$ cat src/rtl/fetch_pc_unit_pkg.sv
// -----------------------------------------------------------------------------
// fetch_pc_unit_pkg
// Shared constants for the fetch/PC stage: FSM state encodings, the default
// reset PC, the MIPS instruction field positions and the controller's
// next-PC select bundle.
// -----------------------------------------------------------------------------
package fetch_pc_unit_pkg;

   // 2-bit state encoding; the spare codes decode as FETCH.
   localparam logic [1:0] ST_FETCH = 2'b00;
   localparam logic [1:0] ST_EXEC  = 2'b01;

   localparam logic [31:0] RESET_PC_DEFAULT = 32'h0000_0000;

   // Instruction field positions (fixed MIPS encoding).
   localparam int unsigned OPC_MSB  = 31;
   localparam int unsigned OPC_LSB  = 26;
   localparam int unsigned FUNC_MSB = 5;
   localparam int unsigned IMM_MSB  = 15;
   localparam int unsigned TGT_MSB  = 25;

   // Next-PC selects driven by the controller.
   typedef struct packed {
      logic pc_src;
      logic pc_jump;
      logic jump_sel;
   } pc_ctrl_t;

endpackage

$ cat src/rtl/fetch_pc_unit_next_pc_calc.sv
// -----------------------------------------------------------------------------
// fetch_pc_unit_next_pc_calc
// Purely combinational next-PC selection for the fetch stage.
//   i_pc          current PC
//   i_tgt         instruction bits [25:0] (jump target, low 16 = branch imm)
//   i_ctrl        pc_src / pc_jump / jump_sel from the controller
//   i_jr_addr     rs value for JR
//   o_pc_plus4    i_pc + 4 (also the JAL link value)
//   o_next_pc     selected next PC
//   o_jr_misalign JR selected and its target has nonzero low bits
// -----------------------------------------------------------------------------
module fetch_pc_unit_next_pc_calc
   import fetch_pc_unit_pkg::*;
#(
   parameter int unsigned ADDR_W = 32
) (
   input  logic [ADDR_W-1:0]  i_pc,
   input  logic [TGT_MSB:0]   i_tgt,
   input  pc_ctrl_t           i_ctrl,
   input  logic [ADDR_W-1:0]  i_jr_addr,
   output logic [ADDR_W-1:0]  o_pc_plus4,
   output logic [ADDR_W-1:0]  o_next_pc,
   output logic               o_jr_misalign
);

   logic [ADDR_W-1:0] w_p4;
   logic [ADDR_W-1:0] w_imm_ext;
   logic [ADDR_W-1:0] w_branch_pc;
   logic [ADDR_W-1:0] w_jump_pc;
   logic [ADDR_W-1:0] w_jr_pc;

   assign w_p4        = i_pc + ADDR_W'(4);
   assign w_imm_ext   = {{(ADDR_W - IMM_MSB - 1){i_tgt[IMM_MSB]}}, i_tgt[IMM_MSB:0]};
   // Modulo-2^ADDR_W add; negative offsets wrap naturally.
   assign w_branch_pc = w_p4 + (w_imm_ext << 2);
   // J/JAL keep the top four bits of the delay-slot PC.
   assign w_jump_pc   = {w_p4[ADDR_W-1:TGT_MSB+3], i_tgt, 2'b00};
   assign w_jr_pc     = {i_jr_addr[ADDR_W-1:2], 2'b00};

   assign o_pc_plus4    = w_p4;
   assign o_jr_misalign = i_ctrl.pc_jump & ~i_ctrl.jump_sel & (|i_jr_addr[1:0]);

   // Jump takes priority over branch.
   always_comb begin
      o_next_pc = w_p4;
      if (i_ctrl.pc_jump) begin
         o_next_pc = i_ctrl.jump_sel ? w_jump_pc : w_jr_pc;
      end else if (i_ctrl.pc_src) begin
         o_next_pc = w_branch_pc;
      end
   end

endmodule

$ cat src/rtl/fetch_pc_unit.sv
// -----------------------------------------------------------------------------
// fetch_pc_unit
// Instruction-fetch / program-counter stage. Fetches the word at pc_o over a
// variable-latency req/ack handshake, latches it, presents it to the
// controller during EXEC, then commits the next PC chosen by the controller.
//   clk, rst           clock, asynchronous active-high reset
//   imem_req/addr      fetch request and address (address = pc_o)
//   imem_ack/rdata     one-cycle response pulse and instruction word
//   instr_o            latched instruction; opcode/func are its fields
//   instr_valid        high while executing (EXEC)
//   stall              datapath hold; keeps the unit in EXEC
//   pc_src/pc_jump/
//   jump_sel/jr_addr   next-PC controls, sampled only when leaving EXEC
//   pc_o, pc_plus4     current PC and PC+4
//   align_err          sticky flag for a misaligned JR target
// -----------------------------------------------------------------------------
module fetch_pc_unit
   import fetch_pc_unit_pkg::*;
#(
   parameter int unsigned       ADDR_W   = 32,
   parameter int unsigned       INSTR_W  = 32,
   parameter logic [ADDR_W-1:0] RESET_PC = ADDR_W'(RESET_PC_DEFAULT)
) (
   input  logic               clk,
   input  logic               rst,
   output logic               imem_req,
   output logic [ADDR_W-1:0]  imem_addr,
   input  logic               imem_ack,
   input  logic [INSTR_W-1:0] imem_rdata,
   output logic [INSTR_W-1:0] instr_o,
   output logic [5:0]         opcode,
   output logic [5:0]         func,
   output logic               instr_valid,
   input  logic               stall,
   input  logic               pc_src,
   input  logic               pc_jump,
   input  logic               jump_sel,
   input  logic [ADDR_W-1:0]  jr_addr,
   output logic [ADDR_W-1:0]  pc_o,
   output logic [ADDR_W-1:0]  pc_plus4,
   output logic               align_err
);

   logic [1:0]         r_state;
   logic [ADDR_W-1:0]  r_pc;
   logic [INSTR_W-1:0] r_instr;
   logic               r_align_err;

   logic               w_in_exec;
   logic               w_commit;
   logic [1:0]         w_state_d;
   logic [ADDR_W-1:0]  w_next_pc;
   logic               w_jr_misalign;
   pc_ctrl_t           w_ctrl;

   // Anything other than EXEC (including spare codes) behaves as FETCH.
   assign w_in_exec = (r_state == ST_EXEC);
   // Control inputs only matter on this edge, so X elsewhere never reaches r_pc.
   assign w_commit  = w_in_exec & ~stall;

   always_comb begin
      w_state_d = ST_FETCH;
      if (w_in_exec) begin
         w_state_d = stall ? ST_EXEC : ST_FETCH;
      end else if (imem_ack) begin
         w_state_d = ST_EXEC;
      end
   end

   assign w_ctrl = '{pc_src: pc_src, pc_jump: pc_jump, jump_sel: jump_sel};

   fetch_pc_unit_next_pc_calc #(
      .ADDR_W (ADDR_W)
   ) u_next_pc_calc (
      .i_pc          (r_pc),
      .i_tgt         (r_instr[TGT_MSB:0]),
      .i_ctrl        (w_ctrl),
      .i_jr_addr     (jr_addr),
      .o_pc_plus4    (pc_plus4),
      .o_next_pc     (w_next_pc),
      .o_jr_misalign (w_jr_misalign)
   );

   always_ff @(posedge clk or posedge rst) begin
      if (rst) begin
         r_state     <= ST_FETCH;
         r_pc        <= RESET_PC;
         r_instr     <= '0;
         r_align_err <= 1'b0;
      end else begin
         r_state <= w_state_d;
         // Acks seen in EXEC are spurious and dropped.
         if (!w_in_exec && imem_ack) begin
            r_instr <= imem_rdata;
         end
         if (w_commit) begin
            r_pc <= w_next_pc;
            if (w_jr_misalign) begin
               r_align_err <= 1'b1;
            end
         end
      end
   end

   assign imem_req    = ~w_in_exec;
   assign imem_addr   = r_pc;
   assign instr_valid = w_in_exec;
   assign instr_o     = r_instr;
   assign opcode      = r_instr[OPC_MSB:OPC_LSB];
   assign func        = r_instr[FUNC_MSB:0];
   assign pc_o        = r_pc;
   assign align_err   = r_align_err;

endmodule

$ cat config.mk
export PLATFORM = sky130hd
export DESIGN_NAME = fetch_pc_unit
export DESIGN_NICKNAME = d
export VERILOG_FILES = /design/src/rtl/fetch_pc_unit_pkg.sv /design/src/rtl/fetch_pc_unit_next_pc_calc.sv /design/src/rtl/fetch_pc_unit.sv
export SDC_FILE = /design/constraint.sdc
export NUM_CORES = 1
export LEC_CHECK = 0
export ABC_AREA = 1
export CORE_ASPECT_RATIO = 0.6
export CORE_MARGIN = 8
export CORE_UTILIZATION = 45
export CTS_BUF_LIST = sky130_fd_sc_hd__clkbuf_8
export DETAILED_ROUTE_END_ITERATION = 6
export PLACE_DENSITY = 0.78
export SLEW_MARGIN = 5
export SYNTH_ARGS = -nofsm -noshare
export SYNTH_HDL_FRONTEND = slang
export SYNTH_SLANG_ARGS = --single-unit
$ cat constraint.sdc
create_clock -name clk -period 3 [get_ports clk]
set_input_delay 0.45 -clock clk [delete_from_list [all_inputs] [get_ports clk]]
set_output_delay 0.45 -clock clk [all_outputs]
set_load 0.05 [all_outputs]
== After elaboration in Yosys (flattened, before gate mapping) ==
Index checks and enable logic that the tools add are counted.

* Flip-flop bits (word level): 67
* Output and inout bits: 143
* Logic and storage cells: 23
* Input port bits: 71

* Equal/unequal tests: 1
* Reduce and logical (&&, ||, !) cells: 4
* Bitwise gates (word level): 6
* Multiplexer cells: 6
* Add/sub/neg operators: 2

{| class="wikitable"
|+ Operators with widths
! cell !! number
|-
| 32-bit two-way mux || 3
|-
| 32-bit by 3-bit adder with 32-bit output (second input constant) || 1
|-
| 32-bit adder || 1
|-
| 1-bit AND || 3
|-
| 1-bit two-way mux || 3
|-
| 1-bit NOT || 3
|-
| 2-bit by 1-bit equality test with 1-bit output (second input constant) || 1
|-
| 2-bit AND reduction || 1
|-
| 2-bit OR reduction || 1
|-
| 1-bit logical AND || 1
|-
| 1-bit logical NOT || 1
|}

== Logic depth before layout (Yosys ltp) ==
* Depth after elaboration: 4
* Depth in mapped cells: 25
* Mapped depth without buffers: 25

== Hierarchy ==
From an unflattened synthesis, not the netlist that was laid out.

* Cell total of the unflattened synthesis: 1078
* Area total of the unflattened synthesis: 6780.3 µm²

{| class="wikitable"
|+ By module, submodules not included
! module !! sequential area each (µm²) !! times used !! cells each !! area each (µm²)
|-
| fetch_pc_unit_next_pc_calc || 0.0 || 1 || 747 || 3809.9
|-
| fetch_pc_unit || 1651.6 || 1 || 331 || 2970.3
|}

== Least setup slack after synthesis ==
No wires, ideal clock.

* Path type: register -> register
* From: reg r_pc[3] (netlist: imem_addr[3])
* To: reg r_pc[18] (netlist: imem_addr[18])
* Required time: 2.871 ns
* Slack: -0.568 ns
* Stages on the path, launching flop included: 19
* Path buffers: 0
* Setup time: 0.129 ns
* Data arrival time: 3.440 ns
* Cells stage by stage: dfrtp_1 ha_1 nand2_2 inv_2 nand2_1 nor2_2 xor2_1 ha_1 nand2_1 inv_1 nand2_1 nand2_1 inv_1 nand2_1 a21oi_1 or2_2 nand3_1 nand2_1 a21oi_1

* Longest elaborated chain between the ends: 4

{| class="wikitable"
|+ RTL lines
! what !! line !! RTL
|-
| start, declared || fetch_pc_unit.sv:45 || <nowiki>logic [ADDR_W-1:0] r_pc;</nowiki>
|-
| start signal, assigned || fetch_pc_unit.sv:97 || <nowiki>r_pc <= w_next_pc;</nowiki>
|-
| 32-bit by 3-bit adder with 32-bit output || fetch_pc_unit_next_pc_calc.sv:32 || <nowiki>assign w_p4 = i_pc + ADDR_W'(4);</nowiki>
|-
| via pc_plus4[8] || fetch_pc_unit.sv:40 || <nowiki>output logic [ADDR_W-1:0] pc_plus4,</nowiki>
|-
| 32-bit adder || fetch_pc_unit_next_pc_calc.sv:35 || <nowiki>assign w_branch_pc = w_p4 + (w_imm_ext << 2);</nowiki>
|-
| 32-bit two-way mux || fetch_pc_unit_next_pc_calc.sv:48 || <nowiki>end else if (i_ctrl.pc_src) begin</nowiki>
|-
| 32-bit two-way mux || fetch_pc_unit_next_pc_calc.sv:46 || <nowiki>if (i_ctrl.pc_jump) begin</nowiki>
|}

The timed path passes the listed nets, and every way through them passes these cells.
A chain may end at the register's enable or synchronous reset.

== Worst setup path in the final report ==
* From: reg r_pc[3] (netlist: imem_addr[3])
* To: reg r_pc[25] (netlist: imem_addr[25])

* Longest elaborated chain between the ends: 4

{| class="wikitable"
|+ RTL lines
! what !! line
|-
| 32-bit by 3-bit adder with 32-bit output (*) || fetch_pc_unit_next_pc_calc.sv:32
|-
| 32-bit adder || fetch_pc_unit_next_pc_calc.sv:35
|-
| 32-bit two-way mux (*) || fetch_pc_unit_next_pc_calc.sv:48
|-
| 32-bit two-way mux (*) || fetch_pc_unit_next_pc_calc.sv:46
|}

Mark *: on every way between the ends. The rest lies on a longest branch, timed or not.

==> flow_metrics.py <==
metrics = {
    "final_layout": {
        "fin_nets": 1379,
        "final_layout_size_suffix_gt1_share_pct": 33.5,
        "finalInstanceArea_um2": 10600,
        "area_growth_pct": 59.7,
        "stdcell_count": 1474,
        "antennaDiodeCount": 0,
    },
    "status": {
        "outcome": "finished, final reports clean",
    },
    "clocking": {
        "clkLatencyLatePin_ns": 0.37,
        "path_clk_slew_ns": 0.09,
        "ctsHoldBuffers": 0,
        "cts_buffer_depth": 2,
        "cts_root_buffer": "clkbuf_8",
        "htree_levels": 3,
        "tritoncts": "done",
        "cts_buffers": 9,
        "cts_sinks": 64,
    },
    "sta": {
        "maxSlewHeadroom_pct": 37.4,
        "fin_crit_sh_pct": 99.4,
        "fmax_mhz": 335,
        "finalCriticalPeriod_ns": 2.98,
        "finalHoldViolCount": 0,
        "setup-violations-final": 0,
        "slew_violations": 0,
        "finalWorstSetupSlack_ns": 0.0185,
        "finClkSkew_ns": 0.0197,
        "tightest_slew_ns": 0.936,
        "rsz0062_at_grt": "true",
    },
    "drt": {
        "drt-wirelength-per-cell_um": 19.9,
        "drc": 0,
        "drt-initial-drc-count": 987,
        "final_antenna_net_count": 0,
        "firstDrtPassIters": 6,
        "vias_per_cell": 5.46,
        "vias": 8046,
        "routed_wl_um": 29300,
    },
    "floorplan": {
        "ios": 214,
        "floorplan.rows": 34,
        "core_um2": 14500,
        "start_util_pct": 46.0,
        "die-area_um2": 19000,
        "die_x_um": 173,
        "fp.dieH_um": 110,
    },
    "placement": {
        "placed_cells": 1434,
        "place_ws_ns": -0.211,
        "gp_congestion": 0.983,
        "dp_hpwl_um": 22900,
        "io_buffers": 207,
        "dpl_cell_area_um2": 9430,
    },
    "logic_synthesis": {
        "syn_area_um2": 6650,
        "ys.flop_type": "dfrtp_1",
        "ys_ff_latch": 64,
        "synth_edf_count": 0,
        "ys_async_sr_fraction_pct": 100,
        "synth.distinct_cells": 42,
        "ys.warnings.count": 0,
        "syn_area_per_cell_um2": 6.65,
        "postSynthCellCount": 1000,
        "ys_seq_area_share_pct": 24.1,
    },
    "grt": {
        "grt_overflow": 0,
        "grt_usage_pct": 28.5,
        "grt_pass1_wl_um": 42300,
        "grt_pass1_vias": 7247,
        "antenna_found_initial": 0,
        "grt_start_max_net_pins": 35,
    },
    "setup_path": {
        "crit_required_ns": 3.25,
        "cp_max_fo": 5,
        "crit_path_start_kind": "flip-flop",
        "r2r_start": "imem_addr[3]",
        "arrival_ns": 3.23,
        "end_kind": "flip-flop",
        "crit_type": "reg2reg",
        "startpoint": "imem_addr[3]",
    },
    "flow_run": {
        "drv_cap": 0,
    },
    "power": {
        "p_leak_nw": 4.97,
        "irDropWorstVdd_v": 0.000783,
        "power_density_nw_per_um2": 1250,
    },
    "hold_path": {
        "min_path_type": "in2async",
    },
}
-- power breakdown --
| part | internal [mW] | switching (mW) |
|---|---|---|
| sequential | 1.15 | 0.449 |
| clock | 0.563 | 0.438 |
| combinational | 3.86 | 6.82 |
| total | 5.57 | 7.71 |
-- path summary, 6_finish.rpt --
| path | endpoint | slack, ns | cells after the start |
|---|---|---|---|
| setup / recovery | imem_addr[25] | 0.02 | 22 |
| max in group asynchronous | imem_addr[11] | 1.86 | 3 |
| setup reg to reg | imem_addr[25] | 0.02 | 22 |
| hold / removal | align_err | 0.41 | 2 |
| hold reg to reg | align_err | 0.51 | 1 |
| min in group clk | align_err | 0.51 | 1 |
-- kinds of logic (layout without fill, tap and decap cells) --
kind of cell             after synthesis  after routing  synth area share (%)
AO/OA/AOI/OAI                        130            130                  12.5
XOR/XNOR                              24             24                  3.39
multiplexers                          31             31                  5.25
buffers and inverters                219            490                  15.2
AND/OR/NAND/NOR                      494            494                  32.4
adder cells (fa/ha/maj)               37             37                  7.08
flip-flops                            64             64                  24.1
other                                  1              6                0.0564
-- cell type report --
cell class              count  area (um^2)
clock inverters             7          125
multi-input cells         722         4980
fillers                  1154         3850
clock buffers               9          124
inverters                 148          573
flip-flops and latches     64         1630
well taps                 198          248
repair buffers            326         2930
-- cell usage in the layout (no fill, tap or decap), drive strengths merged, types with 22 or more instances in the layout --
| cell | Yosys | final |
|---|---|---|
| buf | 57 | 140 |
| a21oi | 57 | 57 |
| mux2 | 31 | 31 |
| inv | 147 | 146 |
| nor2 | 96 | 96 |
| clkdlybuf4s50 | 0 | 184 |
| nand2 | 287 | 287 |
| dfrtp | 64 | 64 |
| a221oi | 26 | 26 |
| ha | 36 | 36 |
| xor2 | 22 | 22 |
| nand3 | 72 | 72 |
-- timing repair --
item                       4_1_cts  5_1_grt
pin swaps                        0       46
setup endpoints to repair       15       23
setup buffers                    1       23
hold endpoints to repair         0        0
gates resized for setup          9      160
gates cloned                     0        0
-- state kept, by name, summed over array words and instances (netlist names) --
name,flops
instr_o,32
imem_addr,30
align_err,1
r_state,1
-- through the flow --
stage	util (%)	total power, mW	TNS (ns)	hold slack [ns]
after floorplan	-	7.66	-0.106	0.568
after global placement	65.2	10.9	-0.789	0.464
after detailed placement	65.2	10.9	-1.41	0.486
after CTS	67.2	12.0	0	0.411
after global routing	73.4	13.9	-1.35	0.464
final	73.4	13.3	0	0.409
-- routing by layer --
layer	global-route usage (%)	part of all wire, %	routed length (um)
met5	0	0	0
met2	40.6	42	12200
met1	40.9	43	12600
met3	10.7	14	4240
met4	4.16	0.98	287
-- worst max-delay path: stages, from the launching register on --
cell,delay (ns)
dfrtp_2,0.45
ha_4,0.16
nand2_2,0.05
inv_2,0.07
nand2_2,0.07
nor2_4,0.20
inv_4,0.08
nor2_8,0.15
nand2_2,0.07
nand2_2,0.08
nand2_4,0.08
ha_4,0.25
buf_4,0.15
nand2_2,0.05
nand2_2,0.07
inv_1,0.06
o21ai_0,0.07
a21oi_1,0.26
nand3_1,0.13
nand2_1,0.08
nand3_1,0.09
nand2_2,0.11
a21oi_1,0.07
-- cell usage after synthesis, types with 16 or more instances --
library cell | number | area [um^2]
nand4_1 | 16 | 100
a221oi_1 | 26 | 228
nor2_1 | 87 | 327
nand3_1 | 70 | 350
ha_1 | 36 | 450
buf_4 | 48 | 360
mux2_2 | 31 | 349
nand2_1 | 274 | 1030
a21oi_1 | 54 | 270
dfrtp_1 | 64 | 1600
xor2_1 | 20 | 175
inv_1 | 138 | 518
(Power assumes the default switching activity.)
